--- config.mk ---
export PLATFORM = sky130hd
export DESIGN_NAME = div_arbiter
export DESIGN_NICKNAME = d
export VERILOG_FILES = /design/src/rtl/cpu_div_pkg.sv /design/src/rtl/rr_arb2.sv /design/src/rtl/div_arbiter.sv
export SDC_FILE = /design/constraint.sdc
export NUM_CORES = 1
export LEC_CHECK = 0
export BUFFER_PORTS_ARGS = -buffer_cell sky130_fd_sc_hd__buf_2
export CAP_MARGIN = 20
export CORE_MARGIN = 1
export CORE_UTILIZATION = 40
export CTS_CLUSTER_SIZE = 24
export DETAILED_ROUTE_END_ITERATION = 6
export PLACE_DENSITY_LB_ADDON = 0.08
export SYNTH_ARGS = -nofsm -noshare
export SYNTH_HDL_FRONTEND = slang
export SYNTH_SLANG_ARGS = --single-unit
--- constraint.sdc ---
create_clock -name clk -period 2.6 [get_ports clk]
set_input_delay 0.39 -clock clk [delete_from_list [all_inputs] [get_ports clk]]
set_output_delay 0.39 -clock clk [all_outputs]
set_load 0.01 [all_outputs]
--- src/rtl/cpu_div_pkg.sv ---
`default_nettype none
// ============================================================================
// Module      : cpu_div_pkg
// Description : Shared constants and types for the divider arbiter slice.
//               Holds the arbiter FSM state encoding, the requester-id width
//               and the all-ones quotient returned for a divide by zero.
// Revision    : 1.0 - initial release
// ============================================================================
package cpu_div_pkg;

  // Requester id width: two requesters, one id bit.
  localparam int ID_W = 1;

  // Widest operand the arbiter supports; DIV_ZERO_QUOT is sliced down to the
  // instance's DATA_W where it is used.
  localparam int MAX_DATA_W = 64;
  localparam logic [MAX_DATA_W-1:0] DIV_ZERO_QUOT = {MAX_DATA_W{1'b1}};

  // Arbiter state encoding.
  localparam logic [1:0] ST_IDLE  = 2'd0;
  localparam logic [1:0] ST_START = 2'd1;
  localparam logic [1:0] ST_BUSY  = 2'd2;
  localparam logic [1:0] ST_RESP  = 2'd3;

  typedef enum logic [1:0] {
    S_IDLE  = ST_IDLE,
    S_START = ST_START,
    S_BUSY  = ST_BUSY,
    S_RESP  = ST_RESP
  } state_t;

endpackage : cpu_div_pkg
`default_nettype wire

--- src/rtl/rr_arb2.sv ---
`default_nettype none
// ============================================================================
// Module      : rr_arb2
// Description : Two-way round-robin grant, purely combinational. The priority
//               pointer is owned by the caller.
// Ports       : valid0/valid1 - requests
//               ptr           - requester favoured when both request
//               gnt0/gnt1     - one-hot grant (both 0 when nobody requests)
//               gnt_id        - index of the granted requester
// Revision    : 1.0 - initial release
// ============================================================================
module rr_arb2 (
  input  logic valid0,
  input  logic valid1,
  input  logic ptr,
  output logic gnt0,
  output logic gnt1,
  output logic gnt_id
);

  assign gnt0   = valid0 & (~valid1 | ~ptr);
  assign gnt1   = valid1 & (~valid0 |  ptr);
  assign gnt_id = gnt1;

endmodule : rr_arb2
`default_nettype wire

--- src/rtl/div_arbiter.sv ---
`default_nettype none
// ============================================================================
// Module      : div_arbiter
// Description : Shares one iterative divider between two requesters (0 = EX
//               stage, 1 = microcode/trap sequencer). Round-robin accept,
//               registered operands held at the divider, restart-by-reset
//               sequencing, watchdog timeout, tagged shared response channel.
// Ports       : clk, rst                 - clock, synchronous active-high reset
//               reqN_*                   - request channels (valid/ready)
//               resp_*                   - shared response channel
//               div_a/b/signctl/rem/rst  - registered divider controls
//               div_dout, div_drdy       - divider result
// Config      : DIV_ZERO_BYPASS_EN - when defined, b==0 requests are answered
//               directly (quotient all ones, remainder = a) without the divider.
// Revision    : 1.0 - initial release
// ============================================================================
module div_arbiter
  import cpu_div_pkg::*;
#(
  parameter int DATA_W         = 32,
  parameter int TIMEOUT_CYCLES = 64,
  parameter int CNT_W          = 7
) (
  input  logic              clk,
  input  logic              rst,
  input  logic              req0_valid,
  output logic              req0_ready,
  input  logic [DATA_W-1:0] req0_a,
  input  logic [DATA_W-1:0] req0_b,
  input  logic              req0_signctl,
  input  logic              req0_rem,
  input  logic              req1_valid,
  output logic              req1_ready,
  input  logic [DATA_W-1:0] req1_a,
  input  logic [DATA_W-1:0] req1_b,
  input  logic              req1_signctl,
  input  logic              req1_rem,
  output logic              resp_valid,
  input  logic              resp_ready,
  output logic [ID_W-1:0]   resp_id,
  output logic [DATA_W-1:0] resp_data,
  output logic              resp_err,
  output logic [DATA_W-1:0] div_a,
  output logic [DATA_W-1:0] div_b,
  output logic              div_signctl,
  output logic              div_rem,
  output logic              div_rst,
  input  logic [DATA_W-1:0] div_dout,
  input  logic              div_drdy
);

  localparam logic [CNT_W-1:0] c_timeout_last = CNT_W'(TIMEOUT_CYCLES - 1);

  state_t            r_state;
  logic              r_ptr;
  logic [CNT_W-1:0]  r_cnt;
  logic              r_resp_valid;
  logic [ID_W-1:0]   r_resp_id;
  logic [DATA_W-1:0] r_resp_data;
  logic              r_resp_err;
  logic [DATA_W-1:0] r_div_a;
  logic [DATA_W-1:0] r_div_b;
  logic              r_div_signctl;
  logic              r_div_rem;
  logic              r_div_rst;

  logic              w_gnt0;
  logic              w_gnt1;
  logic              w_gnt_id;
  logic              w_idle;
  logic              w_accept;
  logic [DATA_W-1:0] w_sel_a;
  logic [DATA_W-1:0] w_sel_b;
  logic              w_sel_signctl;
  logic              w_sel_rem;

  rr_arb2 u_rr_arb2 (
    .valid0 (req0_valid),
    .valid1 (req1_valid),
    .ptr    (r_ptr),
    .gnt0   (w_gnt0),
    .gnt1   (w_gnt1),
    .gnt_id (w_gnt_id)
  );

  // Grants are only offered from IDLE; the RESP->IDLE handshake cycle is
  // still RESP, so no grant can overlap it. Reset masks any grant so a
  // requester never sees an acceptance that the reset edge discards.
  assign w_idle     = (r_state == S_IDLE) & ~rst;
  assign req0_ready = w_idle & w_gnt0;
  assign req1_ready = w_idle & w_gnt1;
  assign w_accept   = req0_ready | req1_ready;

  assign w_sel_a       = w_gnt_id ? req1_a       : req0_a;
  assign w_sel_b       = w_gnt_id ? req1_b       : req0_b;
  assign w_sel_signctl = w_gnt_id ? req1_signctl : req0_signctl;
  assign w_sel_rem     = w_gnt_id ? req1_rem     : req0_rem;

  always_ff @(posedge clk) begin
    if (rst) begin
      r_state       <= S_IDLE;
      r_ptr         <= 1'b0;
      r_cnt         <= '0;
      r_resp_valid  <= 1'b0;
      r_resp_id     <= '0;
      r_resp_data   <= '0;
      r_resp_err    <= 1'b0;
      r_div_a       <= '0;
      r_div_b       <= '0;
      r_div_signctl <= 1'b0;
      r_div_rem     <= 1'b0;
      r_div_rst     <= 1'b1;
    end else begin
      case (r_state)
        S_IDLE: begin
          if (w_accept) begin
            r_div_a       <= w_sel_a;
            r_div_b       <= w_sel_b;
            r_div_signctl <= w_sel_signctl;
            r_div_rem     <= w_sel_rem;
            r_resp_id     <= ID_W'(w_gnt_id);
`ifdef DIV_ZERO_BYPASS_EN
            if (w_sel_b == '0) begin
              // Answer immediately; the divider stays in reset.
              r_resp_data  <= w_sel_rem ? w_sel_a : DIV_ZERO_QUOT[DATA_W-1:0];
              r_resp_err   <= 1'b0;
              r_resp_valid <= 1'b1;
              r_state      <= S_RESP;
            end else begin
              r_state <= S_START;
            end
`else
            r_state <= S_START;
`endif
          end
        end

        S_START: begin
          // Operands have been stable for a full cycle under reset; release
          // the divider on entry to BUSY.
          r_cnt     <= '0;
          r_div_rst <= 1'b0;
          r_state   <= S_BUSY;
        end

        S_BUSY: begin
          r_cnt <= r_cnt + 1'b1;
          if (div_drdy) begin
            r_resp_data  <= div_dout;
            r_resp_err   <= 1'b0;
            r_resp_valid <= 1'b1;
            r_div_rst    <= 1'b1;
            r_state      <= S_RESP;
          end else if (r_cnt == c_timeout_last) begin
            r_resp_data  <= '0;
            r_resp_err   <= 1'b1;
            r_resp_valid <= 1'b1;
            r_div_rst    <= 1'b1;
            r_state      <= S_RESP;
          end
        end

        S_RESP: begin
          if (resp_ready) begin
            r_resp_valid <= 1'b0;
            // The requester just served loses priority to the other one.
            r_ptr        <= ~r_resp_id[0];
            r_state      <= S_IDLE;
          end
        end

        default: r_state <= S_IDLE;
      endcase
    end
  end

  assign resp_valid  = r_resp_valid;
  assign resp_id     = r_resp_id;
  assign resp_data   = r_resp_data;
  assign resp_err    = r_resp_err;
  assign div_a       = r_div_a;
  assign div_b       = r_div_b;
  assign div_signctl = r_div_signctl;
  assign div_rem     = r_div_rem;
  assign div_rst     = r_div_rst;

endmodule : div_arbiter
`default_nettype wire

==> After elaboration in Yosys (flattened, before gate mapping) <==
Index checks and enable logic that the tools add are counted.
{ "op_classes": {"n_reduce_logical": 10, "bitwise_logic": 13, "eq_ne": 7, "mux": 18, "add_sub_neg": 1} }
{ "ops": {"columns": ["operator", "n"], "rows": [
  ["$mux 32", 4],
  ["$pmux 7 s2", 1],
  ["$mux 2", 4],
  ["$pmux 2 s4", 1],
  ["$reduce_and 2->1", 4],
  ["$add 7x1->7 const B", 1],
  ["$eq 7x6->1 const B", 1],
  ["$mux 1", 6],
  ["$reduce_and 3->1", 2],
  ["$reduce_bool 2->1", 3],
  ["$and 1x1->1", 5],
  ["$not 1->1", 5],
  ["$eq 2x2->1 const B", 2],
  ["$ne 2x2->1 const B", 2],
  ["$pmux 1 s2", 2],
  ["$ne 3x3->1 const B", 1],
  ["$or 1x1->1", 3],
  ["$eq 2x1->1 const B", 1],
  ["$logic_not 2->1", 1]
]} }
{ "totals": {"input_bits": 170, "output_inout_bits": 104, "register_bits": 112, "elab_cells": 61} }

==> Longest topological paths before layout <==
Gate-level depths: netlist of run 1.
{ "logic_depth": {"ltp_word": 7, "mapped_depth": 8, "mapped_depth_nobuf": 6} }

==> Hierarchy <==
From an unflattened synthesis of run 1, not the netlist that was laid out.
{ "unflattened": {"cells_unflattened": 454, "area_unflattened_um2": 4923.5} }
{ "modules_own_cells": {"columns": ["module", "cells_each", "area_each_um2", "n_inst", "seq_area_each_um2"], "rows": [
  ["div_arbiter", 450, 4897.2, 1, 2242.2],
  ["rr_arb2", 4, 26.3, 1, 0.0]
]} }

==> Worst setup path before layout of run 1 <==
No wires, ideal clock.
{ "synth_timing": {"path_kind": "reg-to-reg", "start": "register r_state[1]", "end": "register r_cnt[5]", "n_path_buf": 1, "setup_time_ps": 70, "slack_ps": 1022, "arrival_ps": 1508, "required_time_ps": 2530, "period_less_slack_ps": 1578, "path_stages_with_launch": 7, "cell_sequence": "dfxtp_1 inv_1 ha_1 clkbuf_1 nand4_1 or3_1 a21oi_1"} }
{ "synth_between": {"elab_chain_len": 2, "elab_cells_between_ends": 4, "cone_classes": "eq/ne (2); mux (1); reduce/logical (1)"} }
{ "synth_rtl": {"columns": ["item", "line", "text"], "rows": [
  ["start, declared", "div_arbiter.sv:54", "state_t r_state;"],
  ["start signal, assigned", "div_arbiter.sv:101", "r_state <= S_IDLE;"],
  ["start signal, assigned", "div_arbiter.sv:133", "r_state <= S_START;"],
  ["start signal, assigned", "div_arbiter.sv:143", "r_state <= S_BUSY;"],
  ["$eq 2x2->1 or $eq 2x1->1 (tied branches)", "div_arbiter.sv:114", "case (r_state)"],
  ["$pmux 7 s2 or $reduce_bool 2->1 (tied branches)", null, null],
  ["end signal, assigned", "div_arbiter.sv:147", "r_cnt <= r_cnt + 1'b1;"],
  ["end, declared", "div_arbiter.sv:56", "logic [CNT_W-1:0] r_cnt;"]
]} }
Parallel ways exist; a longest one is shown, timed or not.
A chain may end at the register's enable or synchronous reset.

==> Worst setup path in the final report of run 1 <==
{ "layout_timing": {"start": "register r_state[0]", "end": "output req0_ready"} }
{ "layout_between": {"elab_chain_len": 3} }
{ "layout_rtl": {"columns": ["item", "line", "text"], "rows": [
  ["$logic_not 2->1", "div_arbiter.sv:89", "assign w_idle = (r_state == S_IDLE) & ~rst;"],
  ["$and 1x1->1", "div_arbiter.sv:89", null],
  ["$and 1x1->1", "div_arbiter.sv:90", "assign req0_ready = w_idle & w_gnt0;"],
  ["end, declared", "div_arbiter.sv:27", "output logic req0_ready,"]
]} }
Every way passes these cells.

==> impl_metrics.yaml, run 1 <==
setup_path:
  crit_type: "flip-flop to output port"
  cp-end-kind: "output port"
  arrival_ps: 1790
  start_kind: "flip-flop"
  crit_required_ps: 2210
  r2r_end: "resp_data[17]"
  crit_fanout: 4
  r2r_cells: 5
  r2r-start: "r_state[0]"
  r2r_slack_ps: 800
  cp-startpoint: "r_state[0]"
place:
  numPlacedInstances: 831
  place_congestion: 0.804
  dp_slack_ps: 789
  dp_hpwl_um: 9080
  portBuffers: 273
clocking:
  root_buffer: "clkbuf_16"
  clk_path_buf_depth: 2
  cts_sinks: 112
  cts_resized: 0
  cts_inserted_buffers: 9
  htree_levels: 3
  insertion_delay_ps: 340
  holdBufCountCts: 0
  cts_tree: "yes"
  postCtsSetupBuffers: 0
  clkTransAtPathRegs_ps: 70
floorplan:
  start_util_pct: 41.7
  io_pins: 274
  die_y_um: 109
  dieArea_um2: 11900
  chipWidth_um: 109
  core_um2: 11000
  rows: 38
detailed_routing:
  via_count: 4265
  final_antenna_net_count: 0
  drc: 0
  routed_wl_um: 11900
  vias_per_cell: 5.04
  drtPass1Iterations: 4
  wl_per_cell_um: 14.1
  drt_iter0_drc: 200
worst_hold_path:
  hold_depth: 2
  min_to: "resp_data[13]"
  hold_path.startpoint: "div_dout[13]"
  hp-class: "primary input to flip-flop"
synth:
  yosys-top-cells-area: "dfxtp_1, mux2i_1, a211oi_1"
  syn_area_um2: 4580
  yosys_warnings: 0
  avgSynthCellArea_um2: 10.2
  syn-num-nets: 623
  ys_seq_area_share_pct: 48.9
  ys_types: 33
  synth-seq-cells: 112
  post-synth-top-area-cell: "dfxtp_1"
  syn_inst: 448
  synth_top_area_share_pct: 48.9
sta:
  max_freq_mhz: 460
  setup_slack_ps: 424
  relSlewSlack_pct: 66.3
  worst_pin_slew_ps: 505
  rsz0062_at_grt: "false"
  finClkSkew_ps: 4.44
  setup_viol: 0
  post-route-period-util_pct: 83.7
  fin_crit_ps: 2180
  slew_violations: 0
  hold_viol: 0
  finalSetupTns_ps: 0
power_and_ir_drop:
  p_per_area_nw_per_um2: 811
  finalPower_uw: 5130
  peakVddDrop_mv: 0.411
  power_leakage_uw: 0.00328
finish:
  drive_gt1_share_pct: 43.1
  multi_input_area_um2: 2120
  area_growth_pct: 38.1
  fin_cells: 846
  nFillCells: 1006
  regArea_um2: 2240
  layout.nets: 877
  antenna_cells: 0
grt:
  antenna_found_initial: 0
  grt_max_degree: 107
  grt_pass1_wl_um: 18000
  track_usage_pct: 19.7
  gr-total-overflow: 0
  grt_pass1_vias: 3780
status:
  status: "complete, no violations"
flow_run:
  max-cap-violations: 0
[metrics by stage]
| stage | cell area, um2 | util [%] | hold WS (ps) |
|---|---|---|---|
| 3_3_place_gp | 6010 | 54.7 | 450 |
| 4_1_cts | 6330 | 57.6 | 249 |
| 2_1_floorplan | 4580 | - | 452 |
| 3_5_place_dp | 6010 | 54.7 | 450 |
| 6_report | 6330 | 57.6 | 261 |
| 5_1_grt | 6330 | 57.6 | 242 |
[cell usage in the layout (no fill, tap or decap), drive strengths merged, types with 2 or more instances in the layout]
master,n
buf,281
dfxtp,112
nor2,78
a211oi,68
mux2i,67
a22o,32
clkbuf,12
a21oi,8
nand2,5
ha,5
inv,5
nand2b,5
o21ai,4
nand4,3
xor2,3
o21bai,3
or3,2
nor2b,2
bufinv,2
[per-layer routing]
metal	vias to the layer above	part of all wire, %	wire, um	global-route usage [%]
met5	-	0	0	0
met4	0	2.5	299	8.88
met3	24	7.8	929	5.74
met2	185	47	5670	32.3
met1	1910	42	5040	23.7
li1	2146	-	-	-
[report_power, final]
group | switching (uW) | internal, uW | total, uW | leakage (uW)
clock | 587 | 891 | 1480 | 0.000159
sequential | 154 | 2020 | 2170 | 0.000917
combinational | 829 | 648 | 1480 | 0.00220
total | 1570 | 3560 | 5130 | 0.00328
[worst max-delay path by stage]
stage,cells after the start,end,slack [ps]
6_report,5,req0_ready,420
5_1_grt,5,req0_ready,320
4_1_cts,5,req0_ready,410
3_5_place_dp,5,req0_ready,790
3_3_place_gp,5,resp_data[13],830
2_1_floorplan,6,r_cnt[5],1020
[layout make-up]
| class | count | share of cell area, % |
|---|---|---|
| flip-flops and latches | 112 | 35.4 |
| well taps | 140 | 2.77 |
| inverters | 5 | 0.297 |
| repair buffers | 281 | 22.9 |
| clock inverters | 3 | 1.03 |
| clock buffers | 12 | 4.05 |
| multi-input cells | 293 | 33.5 |
[state kept, by name, indices dropped and copies added (netlist names), 2 cells and up]
name and flops:
r_cnt 7, div_a 32, div_b 32, resp_data 32, r_state 2
[logic make-up after synthesis]
kind of cell | synth area share [%]
AO/OA/AOI/OAI | 20.0
multiplexers | 14.9
XOR/XNOR | 0.573
buffers and inverters | 5.00
adder cells (fa/ha/maj) | 1.37
AND/OR/NAND/NOR | 9.31
flip-flops | 48.9
[critical path, cell delays in order, from the launching register on]
cell and delay, ps:
dfxtp_1 320, inv_1 110, ha_1 230, nand2b_4 100, a211oi_1 450, buf_2 230
[synthesized netlist by cell type, drive strengths merged]
cell,n
dfxtp,112
nor2,78
a211oi,68
mux2i,67
a22o,32
buf,25
clkbuf,13
a21oi,8
ha,5
inv,5
nand2,5
nand2b,5
o21ai,4
nand4,3
o21bai,3
xor2,3
nor2b,2
or3,2
a221oi,1
and2,1
mux2,1
nand3,1
nand3b,1
o32ai,1
o41ai,1
or2,1
Power figures use the tool's default switching activity.
==> inputs of run 2 (changes only) <==
ABC_AREA = 1   (was default)
CORE_UTILIZATION = 39   (was 40)
clock period = 1.88 ns   (was 2.6 ns; I/O delays follow)
==> run 2 against run 1 <==
Net effect:
- wire length increased by 18%
- first-iteration DRC count increased by 20%
- clock skew increased by 6.0 ps
- hold slack got worse by 82 ps
- largest cell class unchanged
- global-route usage increased by 2.5 points
- synthesized cell count increased by 35%
- count of clock-buffer cells in the layout decreased by 3
- critical endpoint unchanged
- utilization decreased by 1.9 points
- highest routed layer unchanged
==> impl_metrics.yaml, run 2 <==
clocking:
  insertion_delay_ps: 340
  cts_tree: "yes"
  holdBufCountCts: 0
  htree_levels: 3
  clk_path_buf_depth: 2
  cts_sinks: 112
  clkTransAtPathRegs_ps: 70
  root_buffer: "clkbuf_16"
  cts_inserted_buffers: 9
setup_path:
  start_kind: "flip-flop"
  crit_type: "flip-flop to output port"
  critPathBufInv: 4
  crit_path_end: "req0_ready"
  r2r_end: "div_b[10]"
  cp_common_cell: "inv_1"
  path_cells: "inv_1, ha_1, inv_1, nor2_4, nand3_4, inv_1, buf_2"
  crit_family: "buffers and inverters"
  crit_fanout: 5
  crit_required_ps: 1600
  r2r_cells: 9
  r2r-start: "r_state[1]"
  critPathMaxStageDelay_ps: 330
  cp_num_cells: 7
  cp-end-kind: "output port"
  cpMaxStageDelayCell: "dfxtp_1"
  r2r_slack_ps: 150
  arrival_ps: 1500
  cp-startpoint: "r_state[1]"
floorplan:
  rows: 39
  io_pins: 274
  start_util_pct: 40.0
  core_um2: 11400
  chipWidth_um: 110
  dieArea_um2: 12100
  die_y_um: 110
finish:
  final_common_cell: "buf_2"
  nFillCells: 1084
  layout.nets: 1033
  design_area_um2: 6360
  antenna_cells: 0
  drive_gt1_share_pct: 35.9
  area_growth_pct: 39.4
  fin_cells: 1006
  final_core_util_pct: 55.7
  final_cell_mix: "buf_2, nand2_1, dfxtp_1, a31oi_1, o21ai_0"
grt:
  grt_pass1_vias: 4392
  gr-total-overflow: 0
  track_usage_pct: 22.1
  grt_max_degree: 67
  grt_pass1_wl_um: 20900
  antenna_found_initial: 0
detailed_routing:
  drtPass1Iterations: 5
  wl_met1_um: 5690
  final_antenna_net_count: 0
  wl_met3_um: 1150
  drt_iter0_drc: 239
  drc: 0
  top_layer_used: "met4"
  via_count: 5036
  routed_wl_um: 14100
  vias_per_cell: 5.01
  wl_per_cell_um: 14.0
  wl_met2_um: 7060
sta:
  setup_viol: 0
  finClkSkew_ps: 10.4
  max_freq_mhz: 562
  finalSetupTns_ps: 0
  rsz0062_at_grt: "false"
  worst_pin_slew_ps: 705
  hold_viol: 0
  fin_crit_ps: 1780
  post-route-period-util_pct: 94.6
  relSlewSlack_pct: 53.0
  slew_violations: 0
synth:
  syn_inst: 607
  ys_types: 23
  ys.flop_type: "dfxtp_1"
  syn_area_um2: 4560
  syn-num-nets: 782
  avgSynthCellArea_um2: 7.52
  synth_top_area_share_pct: 49.1
  yosysMostFrequentCell: "nand2_1"
  yosys_warnings: 0
  ys_async_sr_fraction_pct: 0
  synth-seq-cells: 112
  post-synth-top-area-cell: "dfxtp_1"
  yosys-top-cells-area: "dfxtp_1, nand2_1, a31oi_1"
  synth_edf_count: 0
  ys_seq_area_share_pct: 49.1
  ys_top_cells_by_count: "nand2_1, dfxtp_1, a31oi_1"
power_and_ir_drop:
  finalPower_uw: 7430
  swShare_pct: 34.7
  share_comb_of_total_power_pct: 33.0
  cell_internal_pwr_uw: 4850
  seq_power_share_pct: 41.3
  peakVddDrop_mv: 0.507
  switchingPower_uw: 2580
  p_per_area_nw_per_um2: 1170
  power_leakage_uw: 0.00315
  p_clk_share_pct: 25.7
flow_run:
  max-cap-violations: 0
place:
  place_congestion: 0.780
  numPlacedInstances: 989
  dp_hpwl_um: 10200
  portBuffers: 273
  dpl-instance-area_um2: 6030
status:
  status: "complete, no violations"
worst_hold_path:
  hp-class: "primary input to flip-flop"
-- run 2: cell type report --
cell class	count	area, um2	area share, %
clock buffer	9	225	3.54
timing repair buffer	285	1520	23.9
inverter	20	75.1	1.18
clock inverter	7	71.3	1.12
sequential	112	2240	35.2
multi-input combinational	430	2050	32.2
tap	143	179	2.81
-- run 2: worst min path at each step --
stage,depth (start not counted),startpoint,to
4_1_cts,2,resp_ready,r_ptr
6_report,2,resp_ready,r_ptr
3_3_place_gp,2,resp_data[26],resp_data[26]
2_1_floorplan,1,resp_ready,r_ptr
3_5_place_dp,2,resp_data[25],resp_data[25]
5_1_grt,3,div_dout[8],resp_data[8]
-- run 2: cell families after synthesis --
| kind of cell | Yosys count | synth area share, % |
|---|---|---|
| compound gates | 181 | 21.8 |
| fa+ha+maj | 5 | 1.37 |
| buf+inv | 66 | 6.85 |
| flops | 112 | 49.1 |
| simple gates | 243 | 20.8 |
-- run 2: what timing repair did --
| action | 4_1_cts | 5_1_grt |
|---|---|---|
| endpoints found under the setup margin | 0 | 52 |
| gates resized for setup | 0 | 5 |
| buffers inserted | 0 | 0 |
-- run 2: through the flow --
| step | setup slack, ps | hold slack (ps) |
|---|---|---|
| detailed placement | 66.6 | 448 |
| global route | 28.2 | 177 |
| floorplan | 447 | 401 |
| finish | 102 | 180 |
| CTS | 3.61 | 165 |
| global placement | 191 | 444 |
-- run 2: power groups by stage --
stage	clock [uW]	sequential [uW]	combinational [uW]
finish	1910	3070	2460
global route	2070	3120	2750
CTS	1960	3060	2430
detailed placement	0	3100	2420
global placement	0	3090	2360
floorplan	0	3290	1270
-- run 2: metal layers --
layer  track usage (%)  up-vias
met5                 0        -
met4              7.33        0
met3              5.23       15
met2              39.3      219
met1              26.1     2254
li1                  -     2548
